**config.mk**
```make
export PLATFORM = sky130hd
export DESIGN_NAME = tone_sweep_ctrl
export DESIGN_NICKNAME = d
export VERILOG_FILES = /design/src/rtl/tone_sweep_pkg.sv /design/src/rtl/sweep_timer.sv /design/src/rtl/tone_sweep_ctrl.sv
export SDC_FILE = /design/constraint.sdc
export NUM_CORES = 1
export LEC_CHECK = 0
export ABC_AREA = 1
export CORE_ASPECT_RATIO = 1.4
export CORE_MARGIN = 1.5
export CORE_UTILIZATION = 53
export DETAILED_ROUTE_END_ITERATION = 10
export PLACE_DENSITY = 0.81
export SLEW_MARGIN = 20
export SYNTH_ARGS = -nofsm -noshare
export SYNTH_HDL_FRONTEND = slang
export SYNTH_SLANG_ARGS = --single-unit
export TNS_END_PERCENT = 100
```
**constraint.sdc**
```tcl
create_clock -name clk -period 5.6 [get_ports clk]
set_clock_uncertainty 0.05 [all_clocks]
set_input_delay 1.12 -clock clk [delete_from_list [all_inputs] [get_ports clk]]
set_output_delay 1.12 -clock clk [all_outputs]
set_load 0.01 [all_outputs]
```
**src/rtl/tone_sweep_pkg.sv**
```systemverilog
// Shared types and default widths for the tone sweep controller.
package tone_sweep_pkg;

  localparam int PHASE_W = 24;
  localparam int AMPL_W  = 10;
  localparam int TIME_W  = 16;

  typedef enum logic [2:0] {
    ST_IDLE   = 3'd0,
    ST_LOAD   = 3'd1,
    ST_SETTLE = 3'd2,
    ST_DWELL  = 3'd3,
    ST_NEXT   = 3'd4,
    ST_DONE   = 3'd5
  } sweep_state_e;

endpackage

```
**src/rtl/sweep_timer.sv**
```systemverilog
// Down-counter shared by the settle and dwell phases.
// expired is high while the count is on its last cycle (or already empty).
module sweep_timer #(
  parameter int TIME_W = tone_sweep_pkg::TIME_W
) (
  input  logic              clk,
  input  logic              reset,
  input  logic              load,
  input  logic [TIME_W-1:0] value,
  input  logic              tick_en,
  output logic              expired
);

  logic [TIME_W-1:0] count_q, count_d;

  always_comb begin
    count_d = count_q;
    if (load)
      count_d = value;
    else if (tick_en && count_q != '0)
      count_d = count_q - TIME_W'(1);
  end

  always_ff @(posedge clk or posedge reset) begin
    if (reset) count_q <= '0;
    else       count_q <= count_d;
  end

  assign expired = (count_q <= TIME_W'(1));

endmodule

```
**src/rtl/tone_sweep_ctrl.sv**
```systemverilog
// Stepped-frequency sweep sequencer for an NCO: per tone, settle then dwell
// with meas_valid, stepping the phase increment between tones. All outputs registered.
module tone_sweep_ctrl #(
  parameter int PHASE_W = tone_sweep_pkg::PHASE_W,
  parameter int AMPL_W  = tone_sweep_pkg::AMPL_W,
  parameter int TIME_W  = tone_sweep_pkg::TIME_W
) (
  input  logic               clk,
  input  logic               reset,
  input  logic               start,
  input  logic               abort,
  input  logic [PHASE_W-1:0] cfg_f_start,
  input  logic [PHASE_W-1:0] cfg_f_step,
  input  logic [7:0]         cfg_n_steps,
  input  logic [TIME_W-1:0]  cfg_settle,
  input  logic [TIME_W-1:0]  cfg_dwell,
  input  logic [AMPL_W-1:0]  cfg_ampl,
  output logic [PHASE_W-1:0] phase_inc,
  output logic [AMPL_W-1:0]  ampl,
  output logic               nco_en,
  output logic               meas_valid,
  output logic [7:0]         step_idx,
  output logic               busy,
  output logic               done,
  output logic               aborted
);
  import tone_sweep_pkg::*;

  sweep_state_e       state_q, state_d;
  logic [1:0]         rst_sync_q;
  logic [PHASE_W-1:0] f_step_q, phase_inc_q, phase_inc_d;
  logic [7:0]         n_steps_q, step_idx_q, step_idx_d, last_idx;
  logic [TIME_W-1:0]  settle_q, dwell_q, dwell_eff, tmr_value;
  logic [AMPL_W-1:0]  ampl_q, ampl_d;
  logic               nco_en_q, nco_en_d, meas_valid_q, meas_valid_d;
  logic               busy_q, busy_d, done_q, done_d, aborted_q, aborted_d;
  logic               run_ok, tmr_load, tmr_tick, tmr_expired;

  // Reset asserts asynchronously but releases start only after two clean edges.
  always_ff @(posedge clk or posedge reset) begin
    if (reset) rst_sync_q <= 2'b00;
    else       rst_sync_q <= {rst_sync_q[0], 1'b1};
  end
  assign run_ok = rst_sync_q[1];

  assign dwell_eff = (dwell_q == '0) ? TIME_W'(1) : dwell_q;
  assign last_idx  = (n_steps_q == 8'd0) ? 8'd0 : n_steps_q - 8'd1;

  // State register plus latched configuration and output registers.
  always_ff @(posedge clk or posedge reset) begin
    if (reset) begin
      state_q      <= ST_IDLE;
      f_step_q     <= '0;
      n_steps_q    <= '0;
      settle_q     <= '0;
      dwell_q      <= '0;
      phase_inc_q  <= '0;
      ampl_q       <= '0;
      step_idx_q   <= '0;
      nco_en_q     <= 1'b0;
      meas_valid_q <= 1'b0;
      busy_q       <= 1'b0;
      done_q       <= 1'b0;
      aborted_q    <= 1'b0;
    end else begin
      state_q <= state_d;
      if (state_d == ST_LOAD) begin
        f_step_q  <= cfg_f_step;
        n_steps_q <= cfg_n_steps;
        settle_q  <= cfg_settle;
        dwell_q   <= cfg_dwell;
      end
      phase_inc_q  <= phase_inc_d;
      ampl_q       <= ampl_d;
      step_idx_q   <= step_idx_d;
      nco_en_q     <= nco_en_d;
      meas_valid_q <= meas_valid_d;
      busy_q       <= busy_d;
      done_q       <= done_d;
      aborted_q    <= aborted_d;
    end
  end

  always_comb begin
    state_d = state_q;
    unique case (state_q)
      ST_IDLE:          if (start && !abort && run_ok) state_d = ST_LOAD;
      ST_LOAD, ST_NEXT: state_d = (settle_q == '0) ? ST_DWELL : ST_SETTLE;
      ST_SETTLE:        if (tmr_expired) state_d = ST_DWELL;
      ST_DWELL:         if (tmr_expired) state_d = (step_idx_q == last_idx) ? ST_DONE : ST_NEXT;
      ST_DONE:          state_d = ST_IDLE;
      default:          state_d = ST_IDLE;
    endcase
    if (abort && state_q != ST_IDLE) state_d = ST_IDLE;
  end

  // Outputs are decoded from the next state so they line up with state_q.
  always_comb begin
    phase_inc_d = phase_inc_q;
    ampl_d      = ampl_q;
    step_idx_d  = step_idx_q;
    if (state_d == ST_LOAD) begin
      phase_inc_d = cfg_f_start;
      ampl_d      = cfg_ampl;
      step_idx_d  = 8'd0;
    end else if (state_d == ST_NEXT) begin
      phase_inc_d = phase_inc_q + f_step_q;
      step_idx_d  = step_idx_q + 8'd1;
    end
    nco_en_d     = (state_d inside {ST_LOAD, ST_SETTLE, ST_DWELL, ST_NEXT});
    meas_valid_d = (state_d == ST_DWELL);
    busy_d       = (state_d != ST_IDLE);
    done_d       = (state_d == ST_DONE);
    aborted_d    = abort && (state_q != ST_IDLE);
  end

  assign tmr_load  = (state_d == ST_SETTLE && state_q != ST_SETTLE) ||
                     (state_d == ST_DWELL  && state_q != ST_DWELL);
  assign tmr_value = (state_d == ST_SETTLE) ? settle_q : dwell_eff;
  assign tmr_tick  = (state_q == ST_SETTLE) || (state_q == ST_DWELL);

  sweep_timer #(.TIME_W(TIME_W)) u_timer (
    .clk     (clk),
    .reset   (reset),
    .load    (tmr_load),
    .value   (tmr_value),
    .tick_en (tmr_tick),
    .expired (tmr_expired)
  );

  assign phase_inc  = phase_inc_q;
  assign ampl       = ampl_q;
  assign step_idx   = step_idx_q;
  assign nco_en     = nco_en_q;
  assign meas_valid = meas_valid_q;
  assign busy       = busy_q;
  assign done       = done_q;
  assign aborted    = aborted_q;

endmodule

```
# Word level (Yosys, flattened, before mapping)

Cells that the tools add are included.

Input bits: 102
Output and inout port bits: 47
Register bits after elaboration: 132
Logic and storage cells: 68

Reduce and logical (&&, ||, !) cells: 20
Muxes and demuxes: 16
Order comparisons: 1
Add/sub/neg operators: 4
Eq/ne operators: 12

Operators by type and width:

| operator                                                         | count |
|---|---|
| 2-to-1 mux 16 bit                                                | 4 |
| 2-to-1 mux 24 bit                                                | 2 |
| zero test 16 bit                                                 | 2 |
| adder 24 bit                                                     | 1 |
| 2-to-1 mux 8 bit                                                 | 3 |
| less-or-equal comparator 16 x 1 -> 1 bit (second input constant) | 1 |
| nonzero test 16 bit                                              | 1 |
| subtractor 16 x 1 -> 16 bit (second input constant)              | 1 |
| equality test 3 x 2 -> 1 bit (second input constant)             | 4 |
| 2-to-1 mux 3 bit                                                 | 4 |
| one-hot mux 3 bit (4 select lines)                               | 1 |
| equality test 3 bit (second input constant)                      | 3 |
| adder 8 x 1 -> 8 bit (second input constant)                     | 1 |
| equality test 8 bit                                              | 1 |
| zero test 8 bit                                                  | 1 |
| subtractor 8 x 1 -> 8 bit (second input constant)                | 1 |
| equality test 3 x 1 -> 1 bit (second input constant)             | 2 |
| logical AND 1 bit                                                | 6 |
| inequality test 3 x 2 -> 1 bit (second input constant)           | 2 |
| nonzero test 3 bit                                               | 2 |
| nonzero test 2 bit                                               | 2 |
| nonzero test 4 bit                                               | 1 |
| zero test 3 bit                                                  | 1 |
| logical OR 1 bit                                                 | 2 |
| other kinds (3)                                                  | 4 |

# Logic depth before layout (Yosys ltp)

Gate-level depths: netlist of the first run.

Word-level depth: 11
Mapped depth: 19
Mapped depth without buffers: 18

# Modules after synthesis

From an unflattened synthesis of the first run, not the netlist that was laid out.

Cell total of the unflattened synthesis: 1132
Area total of the unflattened synthesis: 8057.7 um^2

Modules (own cells, without submodules):

| module          | seq. area each (um^2) | times used | area each (um^2) | cells each |
|---|---|---|---|---|
| tone_sweep_ctrl | 2902.8                | 1          | 6804.0           | 951 |
| sweep_timer     | 400.4                 | 1          | 1253.7           | 181 |

# Least setup slack after synthesis of the first run

No wires, ideal clock.

Path type: input -> register
Start point: input port abort
End point: register u_timer.count_q[11]
Buffers on the path: 1
Setup time: 0.117 ns
Data required time: 5.433 ns
Arrival: 2.424 ns
Stages: 13
Setup slack: 3.010 ns
Path through: inv_1 > nand3_1 > nor2_1 > inv_2 > nand2_1 > inv_1 > nand3_1 > inv_1 > nand4_4 > buf_2 > o211ai_1 > nand2_1 > nand2_1

Longest elaborated chain between the ends: 10
Elaborated cells between the ends (all ways): 15
Those cells by class: eq/ne (2); mux (5); reduce/logical (8)

RTL lines:

| what                                                    | line                                                                   | text |
|---|---|---|
| from (decl)                                             | tone_sweep_ctrl.sv:11                                                  | `input logic abort,` |
| zero test 1 bit                                         | tone_sweep_ctrl.sv:87                                                  | `ST_IDLE: if (start && !abort && run_ok) state_d = ST_LOAD;` |
| logical AND 1 bit (2 in series)                         | tone_sweep_ctrl.sv:87                                                  |  |
| 2-to-1 mux 3 bit                                        | tone_sweep_ctrl.sv:87                                                  |  |
| one-hot mux 3 bit (4 select lines)                      | tone_sweep_ctrl.sv:86                                                  | `unique case (state_q)` |
| 2-to-1 mux 3 bit (*)                                    | tone_sweep_ctrl.sv:94                                                  | `if (abort && state_q != ST_IDLE) state_d = ST_IDLE;` |
| equality test 3 x 2 -> 1 bit, on equally long branches  | tone_sweep_ctrl.sv:117, tone_sweep_ctrl.sv:119, tone_sweep_ctrl.sv:118 |  |
| logical AND 1 bit, on equally long branches             | tone_sweep_ctrl.sv:117, tone_sweep_ctrl.sv:118                         |  |
| logical OR 1 bit                                        | tone_sweep_ctrl.sv:117                                                 | `assign tmr_load = (state_d == ST_SETTLE && state_q != ST_SETTLE) \|\|` |
| 2-to-1 mux 16 bit or nonzero test 2 bit (tied branches) | --                                                                     |  |
| to (signal assigned)                                    | sweep_timer.sv:26                                                      | `else count_q <= count_d;` |
| to (decl)                                               | sweep_timer.sv:14                                                      | `logic [TIME_W-1:0] count_q, count_d;` |

Every way passes the cells marked *; elsewhere a longest branch is shown, timed or not.
A chain may end at the register's enable or synchronous reset.

# Final worst setup path of the first run

Start point: input port abort
End point: register u_timer.count_q[8]

The elaborated chain is that of the path after synthesis.

==> summary.md, run 1 <==
| Metric | Value |
|---|---|
| Status | finished clean |
| Global placement routability congestion | 0.962 |
| Die footprint | 16,000 um^2 |
| Worst slew pin tran | 828 ps |
| Clock buffer count from CTS | 17 |
| Ant diodes | 0 |
| Vias | 7,669 |
| Synth cell types | 48 |
| Core outline area | 14,900 um^2 |
| Post-CTS sizing | 0 |
| RSZ-0062 raised after global routing | false |
| Fin worst setup slack | 1810 ps |
| First drt pass iteration count | 5 |
| Mapped Area | 8060 um^2 |
| GR Overflow Total | 0 |
| Fraction of layout cells with a size suffix above 1 | 7.00% |
| Total track usage | 27.6% |
| H-Tree Depth | 4 |
| Register area share after synthesis | 41.0% |
| Mean Syn Cell Area | 7.26 um^2 |
| Asr flop ratio synth | 100% |
| CTS Sinks | 132 |
| Worst EP arrival | 4050 ps |
| Startpoint type of the worst setup path | input port |
| CP Capture Type | register |
| Vias in the first global route | 7,468 |
| CP max FO | 51 |
| # rows | 53 |
| Overall Power | 5700 uW |
| Worst-skew pair later-pin latency | 420 ps |
| Synth warn | 0 |
| First-pass GRT wire length | 34,800 um |
| Clock Pin Slew Worst Setup and Hold Paths | 60 ps |
| Critical path required time | 5850 ps |
| DR DRC count | 0 |
| LEAKAGE | 0.00507 uW |
| Initial antenna violation count | 0 |
| Syn-to-layout area delta | 27.3% |
| Antenna viol nets, final | 0 |
| Pin count of the biggest net entering global routing | 133 |
| Die W | 107 um |
| Hold_buf cts | 0 |
| Final Cycle Share | 67.8% |
| CTS tree | done |
| Dpl ws | 1460 ps |
| Port Buffer Count | 148 |
| Post-synth EDFFs | 0 |
| Syn_nets | 1,240 |
| Routed vias/inst | 5.29 |
| Mapped Cells | 1,110 |
| Util after Layout | 68.8% |
| Root buffer cell | clkbuf_16 |
| Final min period | 3790 ps |
| Number of DRC markers in iteration 0 | 427 |
| Number of fill cells | 1,243 |
| Ports | 149 |
| WS Path Type | in -> reg |
| #FFs+latches synth | 132 |
| Power Density | 556 nW/um^2 |
| Relative slew slack | 44.8% |
| Final wirelength | 21,500 um |
| Initial Utilization | 54.0% |
| Avg WL per Cell | 14.8 um |
| Final setup vio count | 0 |
| Hold Vio Cnt, Final | 0 |
| TNS Setup | 0 ps |
| Setup bufs post-CTS | 0 |
| Fmax | 264 MHz |
| CTS max path bufs | 2 |
| Nets | 1,374 |
| Placed cell areas | 9630 um^2 |
| HPWL Detailed | 15,900 um |
| Slew Limit Fails | 0 |
| Final instance area | 10,300 um^2 |
| Top FF cell, synth | dfrtp_1 |
| HP Class | reg -> reg |
| Max VDD drop | 292 uV |
| Max-cap viol count | 0 |
| Die height | 149 um |
[synth_stat cells, drive strengths merged (2+ instances only)]
library cell | number | share of area, %
xor2 | 16 | 1.7
o31ai | 3 | 0.28
nand3b | 3 | 0.28
dfrtp | 132 | 41
a21boi | 3 | 0.28
ha | 27 | 4.2
buf | 13 | 1.3
o21a | 2 | 0.19
o211ai | 8 | 0.75
or2 | 11 | 0.85
a31oi | 2 | 0.16
nand2 | 445 | 21
o21ai | 78 | 4.8
nand4 | 37 | 3.2
nor2 | 65 | 3.4
a21o | 4 | 0.37
nor4 | 2 | 0.16
o21bai | 4 | 0.51
nor3 | 13 | 0.81
a21oi | 20 | 1.2
xnor2 | 8 | 0.87
nand3 | 65 | 4.5
a211oi | 4 | 0.37
clkbuf | 24 | 1.1
inv | 112 | 5.2
[path summary, 6_finish.rpt]
check	slack, ps	depth (start not counted)	start	endpoint
min in group asynchronous	1100	2	reset	dwell_q[7]
worst max-delay path	1810	15	abort	u_timer.count_q[8]
max in group asynchronous	3410	3	reset	f_step_q[21]
worst min-delay path	300	0	rst_sync_q[0]	rst_sync_q[1]
worst min register to register	300	0	rst_sync_q[0]	rst_sync_q[1]
worst max register to register	2380	16	u_timer.count_q[0]	phase_inc[18]
[layer usage]
metal	up-vias	wire length (um)	global-route usage [%]
met5	-	0	0
met4	0	818	14.3
met3	62	1050	4.33
met2	271	11300	48.6
met1	3499	8330	32.2
li1	3837	-	-
[per-stage QoR]
stage	hold slack [ps]	cells
3_3_place_gp	284	1417
5_1_grt	301	1449
4_1_cts	299	1449
3_5_place_dp	286	1417
6_report	296	1449
2_1_floorplan	281	1110
[placed cells by master (no fill, tap or decap), types with 7 or more instances in the layout]
master           synthesis  final
a21oi_1                 20     20
clkbuf_16                0     17
clkdlybuf4s50_1          0    148
dfrtp_1                132    132
ha_1                    27     27
inv_1                  105    104
inv_2                    7      7
nand2_1                430    430
nand2_2                 13     13
nand3_1                 60     60
nand4_1                 35     35
nor2_1                  56     55
nor2_2                   8      8
nor3_1                  13     13
o211ai_1                 8      8
o21ai_0                 68     68
o21ai_1                 10     10
or2_2                   10     10
xnor2_1                  8      8
xor2_1                  16     16
[where the power goes]
group          switching (uW)  internal [uW]  leakage (uW)
clock network             441            748      0.000304
registers                 304           1360       0.00165
logic                    1710           1140       0.00312
total                    2460           3240       0.00507
[registers in the layout, summed over array words and instances, names as in the netlist]
register         cells
f_step_q            24
phase_inc           24
dwell_q             16
settle_q            16
u_timer.count_q     16
ampl                10
n_steps_q            8
step_idx             8
state_q              3
rst_sync_q           2
aborted              1
busy                 1
done                 1
meas_valid           1
nco_en               1
[worst max-delay path, stage by stage]
cell and delay, ps:
clkdlybuf4s50_1 450, inv_1 60, nand3_1 120, nor2_4 100
inv_2 50, buf_4 460, nand2_1 120, inv_1 80
nand3_1 90, inv_1 420, nand4_4 390, nand2_4 330
nand2_1 90, nand3_1 80, nand2_1 70
[layout make-up]
cell class / count / area [um^2] / share of cell area, %
Multi-Input combinational cell: 828 / 4140 / 40.4
Sequential cell: 132 / 3300 / 32.2
Timing Repair Buffer: 152 / 1520 / 14.8
Inverter: 113 / 432 / 4.21
Clock buffer: 17 / 425 / 4.15
Tap cell: 192 / 240 / 2.34
Clock inverter: 15 / 203 / 1.98
[logic make-up (layout without fill, tap and decap cells)]
| group | count (synthesis) | after routing | share of synthesized area (%) |
|---|---|---|---|
| and+or+nand+nor | 643 | 643 | 34.7 |
| adders and majority gates | 28 | 28 | 4.44 |
| buffers and inverters | 150 | 297 | 7.75 |
| AOI/OAI and AO/OA | 132 | 132 | 9.45 |
| xor gates and xnor gates | 24 | 24 | 2.61 |
| other | 1 | 1 | 0.0465 |
| DFF | 132 | 132 | 41.0 |
Note: power is estimated with default switching activity, not from simulation.
==> run 2, diff against run 1 <==
--- a/config.mk
+++ b/config.mk
@@ -8,9 +8,9 @@
 export ABC_AREA = 1
 export CORE_ASPECT_RATIO = 1.4
 export CORE_MARGIN = 1.5
-export CORE_UTILIZATION = 53
+export CORE_UTILIZATION = 48
 export DETAILED_ROUTE_END_ITERATION = 10
-export PLACE_DENSITY = 0.81
+export PLACE_DENSITY = 0.77
 export SLEW_MARGIN = 20
 export SYNTH_ARGS = -nofsm -noshare
 export SYNTH_HDL_FRONTEND = slang
==> constraint.sdc (replaced) <==
create_clock -name clk -period 3.2 [get_ports clk]
set_clock_uncertainty 0.05 [all_clocks]
set_input_delay 0.64 -clock clk [delete_from_list [all_inputs] [get_ports clk]]
set_output_delay 0.64 -clock clk [all_outputs]
set_load 0.01 [all_outputs]
==> summary.md, run 2 (synthesis results as in run 1) <==
| Metric | Value |
|---|---|
| Status | finished with violations |
| Failing checks | DRC |
| WS Path Type | reg -> reg |
| Ant diodes | 0 |
| Number of fill cells | 1,440 |
| CTS max path bufs | 2 |
| Final wirelength | 21,100 um |
| Final setup vio count | 0 |
| Setup bufs post-CTS | 0 |
| CTS Sinks | 132 |
| Root buffer cell | clkbuf_16 |
| Core outline area | 16,300 um^2 |
| Number of DRC markers in iteration 0 | 461 |
| DR DRC count | 3 |
| Vias in the first global route | 7,523 |
| Crit-path max cell delay | 460 ps |
| Nets | 1,378 |
| # rows | 55 |
| Pin count of the biggest net entering global routing | 148 |
| HPWL Detailed | 15,300 um |
| LEAKAGE | 0.00506 uW |
| Final min period | 3030 ps |
| Max VDD drop | 482 uV |
| Global placement routability congestion | 0.935 |
| Most frequent cells in the layout | nand2_1 (430), clkdlybuf4s50_1 (148), dfrtp_1 (132) |
| Clock buffer count from CTS | 17 |
| CTS tree | done |
| Routed vias/inst | 5.19 |
| Post-CTS sizing | 0 |
| Fmax | 330 MHz |
| Relative slew slack | 48.8% |
| WHS Path Cells | 0 |
| Placed insts | 1,428 |
| Initial antenna violation count | 0 |
| Die footprint | 17,600 um^2 |
| Clock Pin Slew Worst Setup and Hold Paths | 70 ps |
| Antenna viol nets, final | 0 |
| Fraction of layout cells with a size suffix above 1 | 7.30% |
| R2r setup slk | 170 ps |
| First drt pass iteration count | 8 |
| HP Class | reg -> reg |
| Slew Limit Fails | 0 |
| Power Density | 954 nW/um^2 |
| Dpl ws | 233 ps |
| Commonest non-fill, non-tap cell in the layout | nand2_1 |
| Startpoint type of the worst setup path | register |
| CP Capture Type | register |
| Final Cycle Share | 94.6% |
| Initial Utilization | 49.4% |
| Vias | 7,582 |
| First-pass GRT wire length | 35,300 um |
| Syn-to-layout area delta | 27.4% |
| Avg WL per Cell | 14.4 um |
| GR Overflow Total | 0 |
| TNS Setup | 0 ps |
| Worst-skew pair later-pin latency | 430 ps |
| Worst EP arrival | 3290 ps |
| Critical path required time | 3460 ps |
| H-Tree Depth | 4 |
| Total track usage | 25.0% |
| RSZ-0062 raised after global routing | false |
| Die height | 156 um |
| Ports | 149 |
| Overall Power | 9790 uW |
| Hold Vio Cnt, Final | 0 |
| Worst slew pin tran | 769 ps |
| Non-filler cells, final | 1,460 |
| Max-cap viol count | 0 |
| Fin worst setup slack | 172 ps |
| Crit-path cells | ha_1 > inv_1 > fa_1 > inv_1 > nand3_1 > nand3_1 > a21boi_0 > o21ai_0 > a21boi_0 > or2_2 > nand3_1 > nand2_1 > nand2_1 > nand2_1 |
| Slowest cell on crit path | o21ai_0 |
| Port Buffer Count | 148 |
| Hold_buf cts | 0 |
| WHS | 306 ps |
| Die W | 113 um |
| CP max FO | 4 |
| R2r worst-path depth | 14 |
==> run 2: critical path, delay by kind of cell, from the launching register on <==
kind	cells	cell delay (ps)
compound gates	3	930
simple gates	7	800
fa+ha+maj	2	610
flops	1	390
buf+inv	2	140
==> run 2: final timing paths <==
path                                from       endpoint
setup / recovery            phase_inc[0]  phase_inc[10]
hold / removal             rst_sync_q[0]  rst_sync_q[1]
setup reg to reg            phase_inc[0]  phase_inc[10]
hold reg to reg            rst_sync_q[0]  rst_sync_q[1]
max in group asynchronous          reset    step_idx[7]
min in group asynchronous          reset    step_idx[0]
==> run 2: final cells by class <==
class	count	area, um^2	area share (%)
timing repair buffer	156	1570	15.3
clock inverter	15	149	1.45
multi-input combinational	828	4140	40.3
tap	199	249	2.43
inverter	113	433	4.22
sequential	132	3300	32.2
clock buffer	17	425	4.14
==> run 2: per-layer routing <==
layer | up-vias | track usage, % | wire [um]
li1 | 3836 | - | -
met1 | 3487 | 29.5 | 8550
met2 | 218 | 45.2 | 11000
met3 | 41 | 4.88 | 992
met4 | 0 | 8.92 | 555
met5 | - | 0 | 0
==> run 2: power by group <==
part | leakage [uW] | switching, uW | total [uW] | internal [uW]
registers | 0.00165 | 526 | 2900 | 2370
logic | 0.00314 | 2970 | 4990 | 2020
clock network | 0.000274 | 815 | 1900 | 1090
==> run 2: metrics by stage <==
stage | util, % | cell area, um^2
final | 62.9 | 10300
after global routing | 62.9 | 10300
after CTS | 62.9 | 10300
after detailed placement | 59.4 | 9690
after global placement | 59.4 | 9690
after floorplan | - | 8060
